## config.mk

```make
export PLATFORM = sky130hd
export DESIGN_NAME = mips_multicycle_ctrl
export DESIGN_NICKNAME = d
export VERILOG_FILES = /design/src/rtl/mips_multicycle_ctrl.sv
export SDC_FILE = /design/constraint.sdc
export NUM_CORES = 1
export LEC_CHECK = 0
export BUFFER_PORTS_ARGS = -buffer_cell sky130_fd_sc_hd__buf_2
export CORE_MARGIN = 5
export CORE_UTILIZATION = 29
export CTS_CLUSTER_SIZE = 25
export DETAILED_ROUTE_END_ITERATION = 8
export GPL_TIMING_DRIVEN = 0
export SYNTH_ARGS = -nofsm -noshare
export SYNTH_HDL_FRONTEND = slang
export SYNTH_SLANG_ARGS = --single-unit
export TNS_END_PERCENT = 5
```

## constraint.sdc

```tcl
create_clock -name clk -period 2.65 [get_ports clk]
set_input_delay 0.1325 -clock clk [delete_from_list [all_inputs] [get_ports clk]]
set_output_delay 0.1325 -clock clk [all_outputs]
set_load 0.01 [all_outputs]
```

## src/rtl/mips_multicycle_ctrl.sv

```systemverilog
// Multicycle MIPS controller: Moore FSM that sequences a unified-memory
// datapath through fetch/decode/execute/memory/writeback. It stalls on the
// memory request/ack handshake and counts retired instructions.
module mips_multicycle_ctrl #(
    parameter logic [5:0] OP_RTYPE = 6'h00,
    parameter logic [5:0] OP_LW    = 6'h23,
    parameter logic [5:0] OP_SW    = 6'h2B,
    parameter logic [5:0] OP_BEQ   = 6'h04,
    parameter int         CNT_W    = 16
) (
    input  logic             clk,
    input  logic             rst,
    input  logic [5:0]       opcode,
    input  logic             mem_ack,
    output logic             mem_read,
    output logic             mem_write,
    output logic             i_or_d,
    output logic             ir_write,
    output logic             pc_write,
    output logic             pc_write_cond,
    output logic [1:0]       pc_source,
    output logic             alu_src_a,
    output logic [1:0]       alu_src_b,
    output logic [1:0]       alu_op,
    output logic             reg_dst,
    output logic             reg_write,
    output logic             mem_to_reg,
    output logic             illegal,
    output logic [3:0]       state,
    output logic [CNT_W-1:0] instr_count
);

    typedef enum logic [3:0] {
        S_FETCH   = 4'd0,
        S_DECODE  = 4'd1,
        S_MEMADR  = 4'd2,
        S_MEMRD   = 4'd3,
        S_MEMWB   = 4'd4,
        S_MEMWR   = 4'd5,
        S_REX     = 4'd6,
        S_RWB     = 4'd7,
        S_BRANCH  = 4'd8,
        S_ILLEGAL = 4'd9
    } st_t;

    st_t        st;
    logic [5:0] op_q;
    logic       illegal_q;

    // State sequencing, opcode capture, sticky illegal flag and retire counter.
    // Everything after DECODE steers on op_q so a changing IR cannot upset
    // an instruction already in flight.
    always_ff @(posedge clk or posedge rst) begin
        if (rst) begin
            st          <= S_FETCH;
            op_q        <= 6'h00;
            instr_count <= '0;
            illegal_q   <= 1'b0;
        end else begin
            case (st)
                S_FETCH:  if (mem_ack) st <= S_DECODE;
                S_DECODE: begin
                    op_q <= opcode;
                    if (opcode == OP_LW || opcode == OP_SW) st <= S_MEMADR;
                    else if (opcode == OP_RTYPE)            st <= S_REX;
                    else if (opcode == OP_BEQ)              st <= S_BRANCH;
                    else begin
                        st        <= S_ILLEGAL;
                        illegal_q <= 1'b1;
                    end
                end
                S_MEMADR: st <= (op_q == OP_LW) ? S_MEMRD : S_MEMWR;
                S_MEMRD:  if (mem_ack) st <= S_MEMWB;
                S_MEMWB: begin
                    st          <= S_FETCH;
                    instr_count <= instr_count + CNT_W'(1);
                end
                S_MEMWR: if (mem_ack) begin
                    st          <= S_FETCH;
                    instr_count <= instr_count + CNT_W'(1);
                end
                S_REX:    st <= S_RWB;
                S_RWB, S_BRANCH: begin
                    st          <= S_FETCH;
                    instr_count <= instr_count + CNT_W'(1);
                end
                // Trapped until reset; counter stays frozen.
                S_ILLEGAL: st <= S_ILLEGAL;
                default:   st <= S_FETCH;
            endcase
        end
    end

    // Moore decode of the registered state. The FETCH load strobes wait for
    // the ack, and are held low while rst is asserted so reset is quiet.
    always_comb begin
        mem_read      = 1'b0;
        mem_write     = 1'b0;
        i_or_d        = 1'b0;
        ir_write      = 1'b0;
        pc_write      = 1'b0;
        pc_write_cond = 1'b0;
        pc_source     = 2'b00;
        alu_src_a     = 1'b0;
        alu_src_b     = 2'b00;
        alu_op        = 2'b00;
        reg_dst       = 1'b0;
        reg_write     = 1'b0;
        mem_to_reg    = 1'b0;
        case (st)
            S_FETCH: begin
                mem_read  = 1'b1;
                alu_src_b = 2'b01;
                ir_write  = mem_ack & ~rst;
                pc_write  = mem_ack & ~rst;
            end
            S_DECODE: alu_src_b = 2'b11;
            S_MEMADR: begin
                alu_src_a = 1'b1;
                alu_src_b = 2'b10;
            end
            S_MEMRD: begin
                mem_read = 1'b1;
                i_or_d   = 1'b1;
            end
            S_MEMWB: begin
                reg_write  = 1'b1;
                mem_to_reg = 1'b1;
            end
            S_MEMWR: begin
                mem_write = 1'b1;
                i_or_d    = 1'b1;
            end
            S_REX: begin
                alu_src_a = 1'b1;
                alu_op    = 2'b10;
            end
            S_RWB: begin
                reg_write = 1'b1;
                reg_dst   = 1'b1;
            end
            S_BRANCH: begin
                alu_src_a     = 1'b1;
                alu_op        = 2'b01;
                pc_write_cond = 1'b1;
                pc_source     = 2'b01;
            end
            default: ;
        endcase
    end

    assign illegal = illegal_q;
    assign state   = st;

endmodule

```

Word-level counts from Yosys, hierarchy flattened. Cells that the tools add are included.

Logic and storage cells: 60. Output and inout port bits: 37. Bits of input ports: 9. Flip-flop bits (word level): 27.

Add/sub/neg operators: 1. Reductions and logical operators: 12. Multiplexer cells: 22. Bitwise operators: 5. Eq/ne operators: 16.

Operator list (number): 16-bit case mux with 2 select lines (1); 4-bit case mux with 7 select lines (1); 4-bit 2-to-1 mux (5); 6-bit == test (second input constant) (3); 16-bit by 1-bit adder with 16-bit output (second input constant) (1); 4-bit by 3-bit == test with 1-bit output (second input constant) (4); 16-bit 2-to-1 mux (1); 1-bit 2-to-1 mux (11); 4-bit by 2-bit == test with 1-bit output (second input constant) (2); 4-bit == test (second input constant) (2); 6-bit by 3-bit == test with 1-bit output (second input constant) (1); 6-bit logical NOT (1); 2-bit inequality test (second input constant) (3); 2-bit case mux with 3 select lines (1); 2-bit OR reduction (3); 3-bit OR reduction (2); 4-bit by 1-bit == test with 1-bit output (second input constant) (1); 4-bit logical NOT (1); 1-bit NOT (4); 2-bit case mux with 2 select lines (1); 4-bit AND reduction (1); 3-bit 2-to-1 mux (1); 3-bit AND reduction (1); 2-bit AND reduction (1); 3 further kinds (3).

Longest topological paths before layout. Gate-level depths: netlist (run 1).

Word-level depth: 5. Gate-level depth with buffers: 6. Mapped depth without buffers: 4.

Worst setup path after synthesis (run 1). Ideal clock, no wire load.

Path type: flip-flop to flip-flop. From: register st[1] (netlist: state[1]). To: register instr_count[1]. Arrival: 1615 ps. Period minus slack after synthesis: 1743 ps. Stages on the path, launching flop included: 5. Required time: 2522 ps. Setup time: 128 ps. Slack: 907 ps. Path buffers: 1. Cell sequence: dfrtp_1 > or3b_1 > a31oi_4 > buf_6 > mux2_1.

Word-level cells in the longest chain between the ends: 4. Elaborated cells on any way between the ends: 9. Those cells by class: eq/ne (5); mux (1); reduce/logical (3).

RTL lines: start, declared (RTL line 46) `st_t st;`; start signal, assigned (RTL line 72) `S_MEMADR: st <= (op_q == OP_LW) ? S_MEMRD : S_MEMWR;`; 4-bit by 3-bit == test with 1-bit output / 4-bit == test (equally long branches) (RTL line 60) `case (st)`; 3-bit OR reduction (no line); 2-bit nonzero test (no line); 2-bit AND reduction (no line); end signal, assigned (RTL line 76) `instr_count <= instr_count + CNT_W'(1);`; end signal, assigned (RTL line 80) `instr_count <= instr_count + CNT_W'(1);`; end signal, assigned (RTL line 85) `instr_count <= instr_count + CNT_W'(1);`; end, declared (RTL line 30) `output logic [CNT_W-1:0] instr_count`.

Parallel ways exist; a longest one is shown, timed or not. A chain may end at the register's enable or synchronous reset.

Worst setup path after layout (run 1).
From: register st[3] (netlist: state[3]). To: output port pc_write.

Word-level cells in the longest chain between the ends: 2.

RTL lines: 4-bit logical NOT (RTL line 110) `case (st)`; 1-bit 2-to-1 mux (RTL line 110); end, declared (RTL line 19) `output logic pc_write,`.

Every way passes these cells.

==> metrics.txt, run 1 <==
area of the multi-input gates slightly below 800 sq um; Setup Buffers After CTS 0; leakage 0.9335 nW; crit path cell chain clkbuf_1 > nor2_1 > and4_1 > buf_4 > buf_2; Syn Inst Count 148; initial antenna violation count 0; Tmin final 1.861 ns; WL final around 3400 microns; DP Wirelength 2522 microns; area of the die roughly 6900 sq um; IO Port Bufs 44; Distinct cells, synth 41; DRT Pass-1 Iters 4; Post-synth ARST share 1.000; Nets 207; chip width 82.91 microns; Reg clk slew, reported paths 0.10 ns; GR Overflow Total 0; clock latency on the worst-skew pair around 0.28 ns; Routability Congestion 0.7601; sequential area share after synthesis 0.4383; CTS buffer count 3; endpoint class of the critical path output pin; total power ~1.5 mW; core area 5140 sq um; Max VDD drop 0.0004067 V; # fillers around 530; CP delay by family, top buffers and inverters; mapped cell area 1541 sq um; post-CTS sizing 0; hold_buf cts 0; Post-Syn Nets around 160; clock skew 0.01324 ns; Via density about 4.6; Layout Cells excl Fill ~270; row count 26; Yosys top cell by area dfrtp_1; CP arrival 1.73 ns; clock buffer depth 2; CP Buf/Inv Count 3; setup violators final 0; Root Driver clkbuf_8; first-pass GRT wire length a little under 6000 microns; Ports 46; crit path max fanout 10; ant diodes 0; Total GRT Usage 0.09946; Area after DPL 1849 sq um; die height 82.91 microns; DRT iter0 DRCs 48; wire length per cell 12.62 microns; maxcap violations 0; CTS tree built; total negative setup slack 0 ns; Initial Utilization 0.2999; post-route cell area 1898 sq um; CTS H-tree lvls 1; Ys Warns 0; PwrDens about 800 nW/um^2; #FFs+latches synth 27; Synth Flop Type dfrtp_1; delay of the slowest cell on the worst path around 0.48 ns; Post-synth EDFFs 0; top-area cell type share of the netlist area 0.4383; CP Class reg -> out; outcome completed; largest net degree at the start of global routing 29; Critical Path Start Type register; relative slew slack 0.2846; Worst Tran Pin Value roughly 1.1 ns; drt drc 0; final period utilization 0.7023; Final ANT Viol Nets 0; FF+latch area 675.6 sq um; CP max stage cell dfrtp_1; HP Class in -> async; Area growth, synth to finish 23.13%; synthesized area per cell 10.42 sq um; clock tree sinks 27; vias around 1200; Worst EP required 2.52 ns; main area contributors after synthesis dfrtp_1 (44%), xor2_1 (7.4%), mux2_2 (5.8%); placed cells 262; Hold Vio Cnt, Final 0; max-slew violations 0; FMAX 537.4 MHz; RSZ-0062 raised after global routing no; vias in the first global route between 1000 and 1500; layout cells sized above 1 0.3776
worst reg2reg max path, stage by stage (launching register included):
cell	delay (ns)
dfrtp_1	0.45
or3b_1	0.44
a31oi_4	0.31
buf_6	0.21
mux2_1	0.32
cells in the final DEF (no fill, tap or decap), drive strengths merged, types with 2 or more instances in the layout:
cell,synthesis,routed
nand2b,5,5
xor2,13,13
xnor2,3,3
nor4,5,5
and4,2,2
nand4,3,3
clkbuf,2,5
nor3,10,10
a21oi,3,3
mux2,9,9
nand3,6,6
o21ai,6,6
nor2,13,13
nor4b,2,2
and3,2,2
nor3b,2,2
o32ai,2,2
nand2,6,6
dfrtp,27,27
inv,5,5
buf,8,52
per-layer routing:
| layer | up-vias | share of wire | global-route usage |
|---|---|---|---|
| met5 | - | 0 | 0 |
| met4 | 0 | 0.0068 | 0.02675 |
| met3 | 2 | 0.057 | 0.02277 |
| met2 | 35 | 0.44 | 0.1523 |
| met1 | 583 | 0.49 | 0.1403 |
| li1 | 615 | - | - |
cells in the mapped netlist, types with 2 or more instances:
cell type / n
dfrtp_1: 27
nor2_1: 13
xor2_1: 13
mux2_2: 8
nand2_1: 6
nand3_1: 6
nor3_1: 6
o21ai_0: 6
inv_1: 5
nand2b_1: 5
nor4_1: 5
buf_4: 4
a21oi_1: 3
nand4_1: 3
nor3_2: 3
xnor2_1: 3
and3_1: 2
and4_1: 2
buf_2: 2
buf_6: 2
clkbuf_1: 2
nor3b_2: 2
o32ai_1: 2
final cells by class:
| cell class | instances | share of cell area |
|---|---|---|
| multi-input cells | 106 | 0.4094 |
| repair buffers | 44 | 0.1160 |
| inverters | 5 | 0.009888 |
| well taps | 70 | 0.04614 |
| clock buffers | 3 | 0.02175 |
| clock inverters | 1 | 0.003955 |
| plain buffers | 10 | 0.03691 |
| flip-flops and latches | 27 | 0.3560 |
cell families (layout without fill, tap and decap cells):
group	count (synthesis)	count (layout)	share of synthesized area
buffers and inverters	15	63	0.05763
XOR/XNOR	16	16	0.09091
adder cells (fa/ha/maj)	1	1	0.008116
other	1	1	0.002433
AO/OA/AOI/OAI	16	16	0.07468
AND/OR/NAND/NOR	63	63	0.2622
multiplexers	9	9	0.06575
flip-flops	27	27	0.4383
power breakdown:
group	internal, mW	total [mW]	leakage (nW)	switching, mW
logic	0.317	0.667	0.568	0.350
clock network	0.107	0.239	0.0217	0.132
registers	0.514	0.614	0.343	0.0999
total	0.938	1.52	0.934	0.582
final timing paths:
path	start	endpoint	slack, ns	cells past startpoint
setup / recovery	state[3]$_DFFE_PP0P_	pc_write	0.79	5
hold / removal	rst	instr_count[1]$_DFFE_PP0P_	0.10	2
setup reg to reg	state[1]$_DFFE_PP0P_	instr_count[1]$_DFFE_PP0P_	0.82	4
hold reg to reg	instr_count[15]$_DFFE_PP0P_	instr_count[15]$_DFFE_PP0P_	0.46	1
max in group asynchronous	rst	op_q[4]$_DFFE_PP0P_	1.89	2
min in group clk	opcode[3]	op_q[3]$_DFFE_PP0P_	0.11	2
sequential cells by signal (all words and copies together) (netlist names):
| name | flops |
|---|---|
| instr_count | 16 |
| op_q | 6 |
| state | 4 |
| illegal | 1 |
metrics by stage:
stage	util	hold slack, ns	setup slack, ns
after floorplan	-	0.1907	0.9074
after global placement	0.3598	0.3860	0.7899
after detailed placement	0.3598	0.3902	0.8108
after CTS	0.3693	0.1074	0.7822
after global routing	0.3693	0.1161	0.6490
final	0.3693	0.1043	0.7890
Note: power is estimated with default switching activity, not from simulation.
==> run 2: changes to the inputs <==
- clock period: 2.65 -> 1.7 ns (I/O delays scaled with it)
==> run 2 against run 1 <==
The run now ends with negative setup slack left; sequential cell count unchanged; die area stayed put; via count grew 4.3%; critical path depth increased by 2; total power rose by 76%; clock skew decreased by 0.0078 ns; sequential power up 57%; setup slack lost 0.79 ns; routed wire length rose by 9.1%; cell area is 13% higher; count of clock-buffer cells in the layout unchanged; combinational power increased by 100%; critical path type is now reg -> reg; critical endpoint is now instr_count[11]$_DFFE_PP0P_; largest cell class unchanged; largest power group unchanged.
==> metrics.txt, run 2 (same netlist as run 1, synthesis figures left out) <==
outcome finished with violations; failing checks negative setup slack; CTS tree built; vias 1288; RSZ-0062 raised after global routing yes; drt drc 0; CP Class reg -> reg; Tmin final about 1.7 ns; delay of the slowest cell on the worst path around 0.42 ns; largest net degree at the start of global routing 28; CP Buf/Inv Count 3; area of the die 6873 sq um; RR Endpoint instr_count[11]$_DFFE_PP0P_; max reg flops 16; endpoint class of the critical path register; DRT iter0 DRCs 60; Total GRT Usage 0.1041; initial antenna violation count 0; met1 wire length 1807 microns; most common cell after layout, fill and taps aside buf_2; DRT Pass-1 Iters 3; Initial Utilization 0.2999; Worst Setup SP state[0]$_DFFE_PP0P_; layout cells sized above 1 0.4712; R2R cell count 7; IO Port Bufs 44; final worst setup slack -0.004204 ns; Critical Path Start Type register; relative slew slack 0.5876; area of the multi-input gates 873.3 sq um; CTS H-tree lvls 1; setup violators final 2; max-slew violations 0; end point of the critical path instr_count[11]$_DFFE_PP0P_; final period utilization 1.002; clock latency on the worst-skew pair 0.27 ns; Hold Vio Cnt, Final 0; total power 2.671 mW; FMAX between 500 and 600 MHz; Reg clk slew, reported paths ~0.10 ns; clock skew 0.005392 ns; most frequent cells in the layout buf_2 (44), dfrtp_1 (24), xor2_1 (13); clock buffer depth 2; CP max stage cell dfrtp_1; crit path cell chain buf_6 > nor4b_4 > a31oi_4 > buf_6 > buf_4 > nor3_2 > xor2_1; CTS buffer count 3; Final ANT Viol Nets 0; HP Class in -> reg; crit path max fanout 6; Max Used Layer met4; FF+latch area 679.4 sq um; Max VDD drop 0.0008602 V; vias in the first global route about 1200; wire length per cell 13.18 microns; ant diodes 0; GR Overflow Total 0; met3 wire len 117 microns; Area growth, synth to finish 38.56%; Crit. path cell count 7; # fillers 528; worst slack at placement -0.09614 ns; core area 5140 sq um; reg-to-reg startpoint state[0]$_DFFE_PP0P_; metal2 WL 1724 microns; PwrDens ~1300 nW/um^2; Min Hold Slack 0.06370 ns; Ports 46; fin util 0.4155; total negative setup slack -0.004589 ns; Nets 219; CP arrival between 1.5 and 2 ns; crit-path most repeated cell buf_6; CP delay by family, top simple AND/OR/NAND/NOR gates; Via density between 4 and 5; post-route cell area 2136 sq um; Biggest register instr_count; Worst Tran Pin Value 0.6129 ns; Layout Cells excl Fill 278; DP Wirelength 2538 microns; placed cells between 200 and 300; die height 82.91 microns; chip width 82.91 microns; Area after DPL 1851 sq um; maxcap violations 0; leakage around 1.1 nW; row count 26; r2r setup slk -0.004 ns; Worst EP required 1.90 ns; Worst Hold Depth 2; clock tree sinks 27; Root Driver clkbuf_8; WL final roughly 3700 microns; first-pass GRT wire length a little under 6000 microns; Routability Congestion around 0.84
==> run 2: cell count changes in the layout (fill, tap and decap cells not counted), sizes merged <==
cell,change
buf,+11
clkinvlp,+1
dlygate4sd3,+1
inv,-1
==> run 2: worst min path at each step <==
stage / end / slack (ns) / from
after floorplan: illegal$_DFFE_PP0P_ / 0.14 / rst
after global placement: op_q[3]$_DFFE_PP0P_ / 0.34 / opcode[3]
after detailed placement: op_q[3]$_DFFE_PP0P_ / 0.35 / opcode[3]
after CTS: op_q[3]$_DFFE_PP0P_ / 0.06 / opcode[3]
after global routing: op_q[3]$_DFFE_PP0P_ / 0.06 / opcode[3]
final: op_q[3]$_DFFE_PP0P_ / 0.06 / opcode[3]
==> run 2: what timing repair did <==
item,4_1_cts,5_1_grt
hold endpoints to repair,27,0
gates resized for setup,12,16
hold buffers,2,0
pin swaps,3,13
setup buffers,6,4
setup endpoints to repair,9,22
==> run 2: routing by layer <==
layer | track usage | up-vias
met5 | 0 | -
met4 | 0.02377 | 0
met3 | 0.02871 | 2
met2 | 0.1625 | 26
met1 | 0.1430 | 617
li1 | - | 643
==> run 2: layout make-up <==
type | count | share of cell area
buffer | 10 | 0.03339
clock buffer | 3 | 0.01933
clock inverter | 1 | 0.003515
inverter | 5 | 0.01054
multi-input combinational | 106 | 0.4089
sequential | 27 | 0.3181
tap | 70 | 0.04101
timing repair buffer | 56 | 0.1652
==> run 2: report_power, final <==
part / leakage [nW] / switching (mW) / internal [mW]
registers: 0.339 / 0.159 / 0.804
clock network: 0.0217 / 0.201 / 0.166
logic: 0.727 / 0.653 / 0.687
==> run 2: worst register-to-register path, stage by stage, from the launching register on <==
cell and delay [ns]:
dfrtp_1 0.42, buf_6 0.14, nor4b_4 0.34, a31oi_4 0.10, buf_6 0.17, buf_4 0.13, nor3_2 0.18, xor2_1 0.15
==> run 3: changes to the inputs <==
- CORE_MARGIN: 5 -> 2
- RECOVER_POWER: not set -> 100
==> run 3 against run 2 <==
Via count about the same; clock power down 2%; core utilization down 1.5 points; first-iteration DRC count down 8.3%; register-to-register slack better by 0.02 ns; sequential share of layout area up 1.4 points; largest cell class unchanged; sequential power up 0.5%; hold slack better by 0.0076 ns; routed wire length down 8.0%; largest power group unchanged; critical path depth down 1; the flow now finishes without violations; count of clock-buffer cells in the layout up 1.
==> metrics.txt, run 3 (same netlist as run 1, synthesis figures left out) <==
most common cell after layout, fill and taps aside buf_2; CP arrival between 1.5 and 2 ns; first-pass GRT wire length around 5700 microns; r2r setup slk 0.02 ns; final worst setup slack 0.01669 ns; Biggest register instr_count; crit path max fanout 6; Tmin final approximately 1.7 ns; Initial Utilization 0.3018; Worst Tran Pin Value 0.6759 ns; final period utilization 0.9902; maxcap violations 0; RR Endpoint instr_count[7]$_DFFE_PP0P_; Gate power share 0.489; Flop pwr share 0.372; drt drc 0; min-delay src opcode[5]; GR Overflow Total 0; total power 2.600 mW; Worst EP required 1.85 ns; Max VDD drop approximately 0.00058 V; Psw 0.9713 mW; vias between 1000 and 1500; Area after DPL around 1900 sq um; max-slew violations 0; clock skew approximately 0.0046 ns; Final ANT Viol Nets 0; CP delay by family, top flip-flops; Min Hold Slack 0.07126 ns; ant diodes 0; CP max stage cell dfrtp_2; row count 26; area of the die a little under 6000 sq um; leakage 1.007 nW; CTS buffer count 3; CP Class reg -> reg; Total GRT Usage 0.1154; clock latency on the worst-skew pair ~0.27 ns; most frequent cells in the layout buf_2 (35), dfrtp_1 (24), xor2_1 (13), buf_4 (13); Nets about 220; Clock power frac 0.138; crit-path most repeated cell buf_6; Ports 46; placed cells 262; layout cells sized above 1 0.4135; IO Port Bufs 44; delay of the slowest cell on the worst path 0.45 ns; wire length per cell 12.12 microns; core area just over 5000 sq um; initial antenna violation count 0; PwrDens roughly 1300 nW/um^2; Internal 1.629 mW; CTS tree built; Reg clk slew, reported paths 0.09 ns; CP Buf/Inv Count 2; Worst Setup SP state[1]$_DFFE_PP0P_; worst slack at placement -0.09898 ns; clock buffer depth 2; Critical Path Start Type register; WL final 3369 microns; Routability Congestion 0.7591; Root Driver clkbuf_8; max reg flops 16; relative slew slack 0.5494; vias in the first global route 1213; Via density 4.629; crit path cell chain or3b_4 > a31oi_4 > buf_6 > buf_6 > nor3_2 > xor2_1; reg-to-reg startpoint state[1]$_DFFE_PP0P_; # fillers 534; CTS H-tree lvls 1; Worst Hold Depth 2; Switching Fraction 0.3736; Hold Vio Cnt, Final 0; largest net degree at the start of global routing 28; FMAX 594.1 MHz; outcome completed; R2R cell count 6; DRT iter0 DRCs between 50 and 60; Area growth, synth to finish 32.79%; Layout Cells excl Fill 278; DP Wirelength 2398 microns; HP Class in -> reg; endpoint class of the critical path register; chip width 76.91 microns; DRT Pass-1 Iters 4; clock tree sinks 27; RSZ-0062 raised after global routing yes; post-route cell area 2047 sq um; die height around 77 microns; Hold EP op_q[5]$_DFFE_PP0P_; setup violators final 0
## run 3: per-stage QoR
| stage | util | TNS [ns] |
|---|---|---|
| 3_3_place_gp | 0.3623 | -0.1583 |
| 5_1_grt | 0.4008 | -0.5829 |
| 4_1_cts | 0.3986 | -0.007682 |
| 6_report | 0.4008 | 0 |
| 2_1_floorplan | - | 0 |
| 3_5_place_dp | 0.3623 | -0.2362 |
## run 3: how the worst max path moves through the flow
| stage | to | slack (ns) | cells after the start |
|---|---|---|---|
| finish | instr_count[7]$_DFFE_PP0P_ | 0.02 | 6 |
| global route | instr_count[13]$_DFFE_PP0P_ | -0.09 | 6 |
| CTS | instr_count[15]$_DFFE_PP0P_ | -0.005 | 6 |
| detailed placement | instr_count[1]$_DFFE_PP0P_ | -0.1 | 4 |
| global placement | instr_count[1]$_DFFE_PP0P_ | -0.10 | 4 |
| floorplan | instr_count[1]$_DFFE_PP0P_ | 0.002 | 4 |
## run 3: worst register-to-register path, stage by stage (launching register included)
cell and delay (ns):
dfrtp_2 0.45, or3b_4 0.40, a31oi_4 0.21, buf_6 0.16, buf_6 0.13, nor3_2 0.05, xor2_1 0.17
## run 3: layer usage
metal  up-vias  share of wire  GRT usage
li1        640              -          -
met1       620           0.53     0.1709
met2        25           0.43     0.1781
met3         2          0.035    0.01882
met4         0         0.0039    0.02182
met5         -              0          0
## run 3: area by class of cell
type / instances / area, sq um / share of cell area
well taps: 70 / 87.58 / 0.04279
flip-flops and latches: 27 / 679.4 / 0.3319
inverters: 5 / 20.02 / 0.009780
multi-input cells: 106 / 842.1 / 0.4114
repair buffers: 56 / 300.3 / 0.1467
clock buffers: 4 / 45.04 / 0.02200
plain buffers: 10 / 72.57 / 0.03545
## run 3: power by group through the flow
| stage | sequential, mW | clock, mW | combinational, mW |
|---|---|---|---|
| 5_1_grt | 0.997 | 0.406 | 1.39 |
| 3_3_place_gp | 0.976 | 0 | 1.03 |
| 6_report | 0.968 | 0.360 | 1.27 |
| 2_1_floorplan | 0.982 | 0 | 0.715 |
| 4_1_cts | 0.964 | 0.378 | 1.24 |
| 3_5_place_dp | 0.979 | 0 | 1.04 |
## run 3: timing repair
action,CTS,global route
hold endpoints to repair,27,0
buffers inserted,9,1
resized for setup,10,10
pin swaps,2,8
endpoints found under the setup margin,15,27
hold buffers,2,0
cloned,0,0
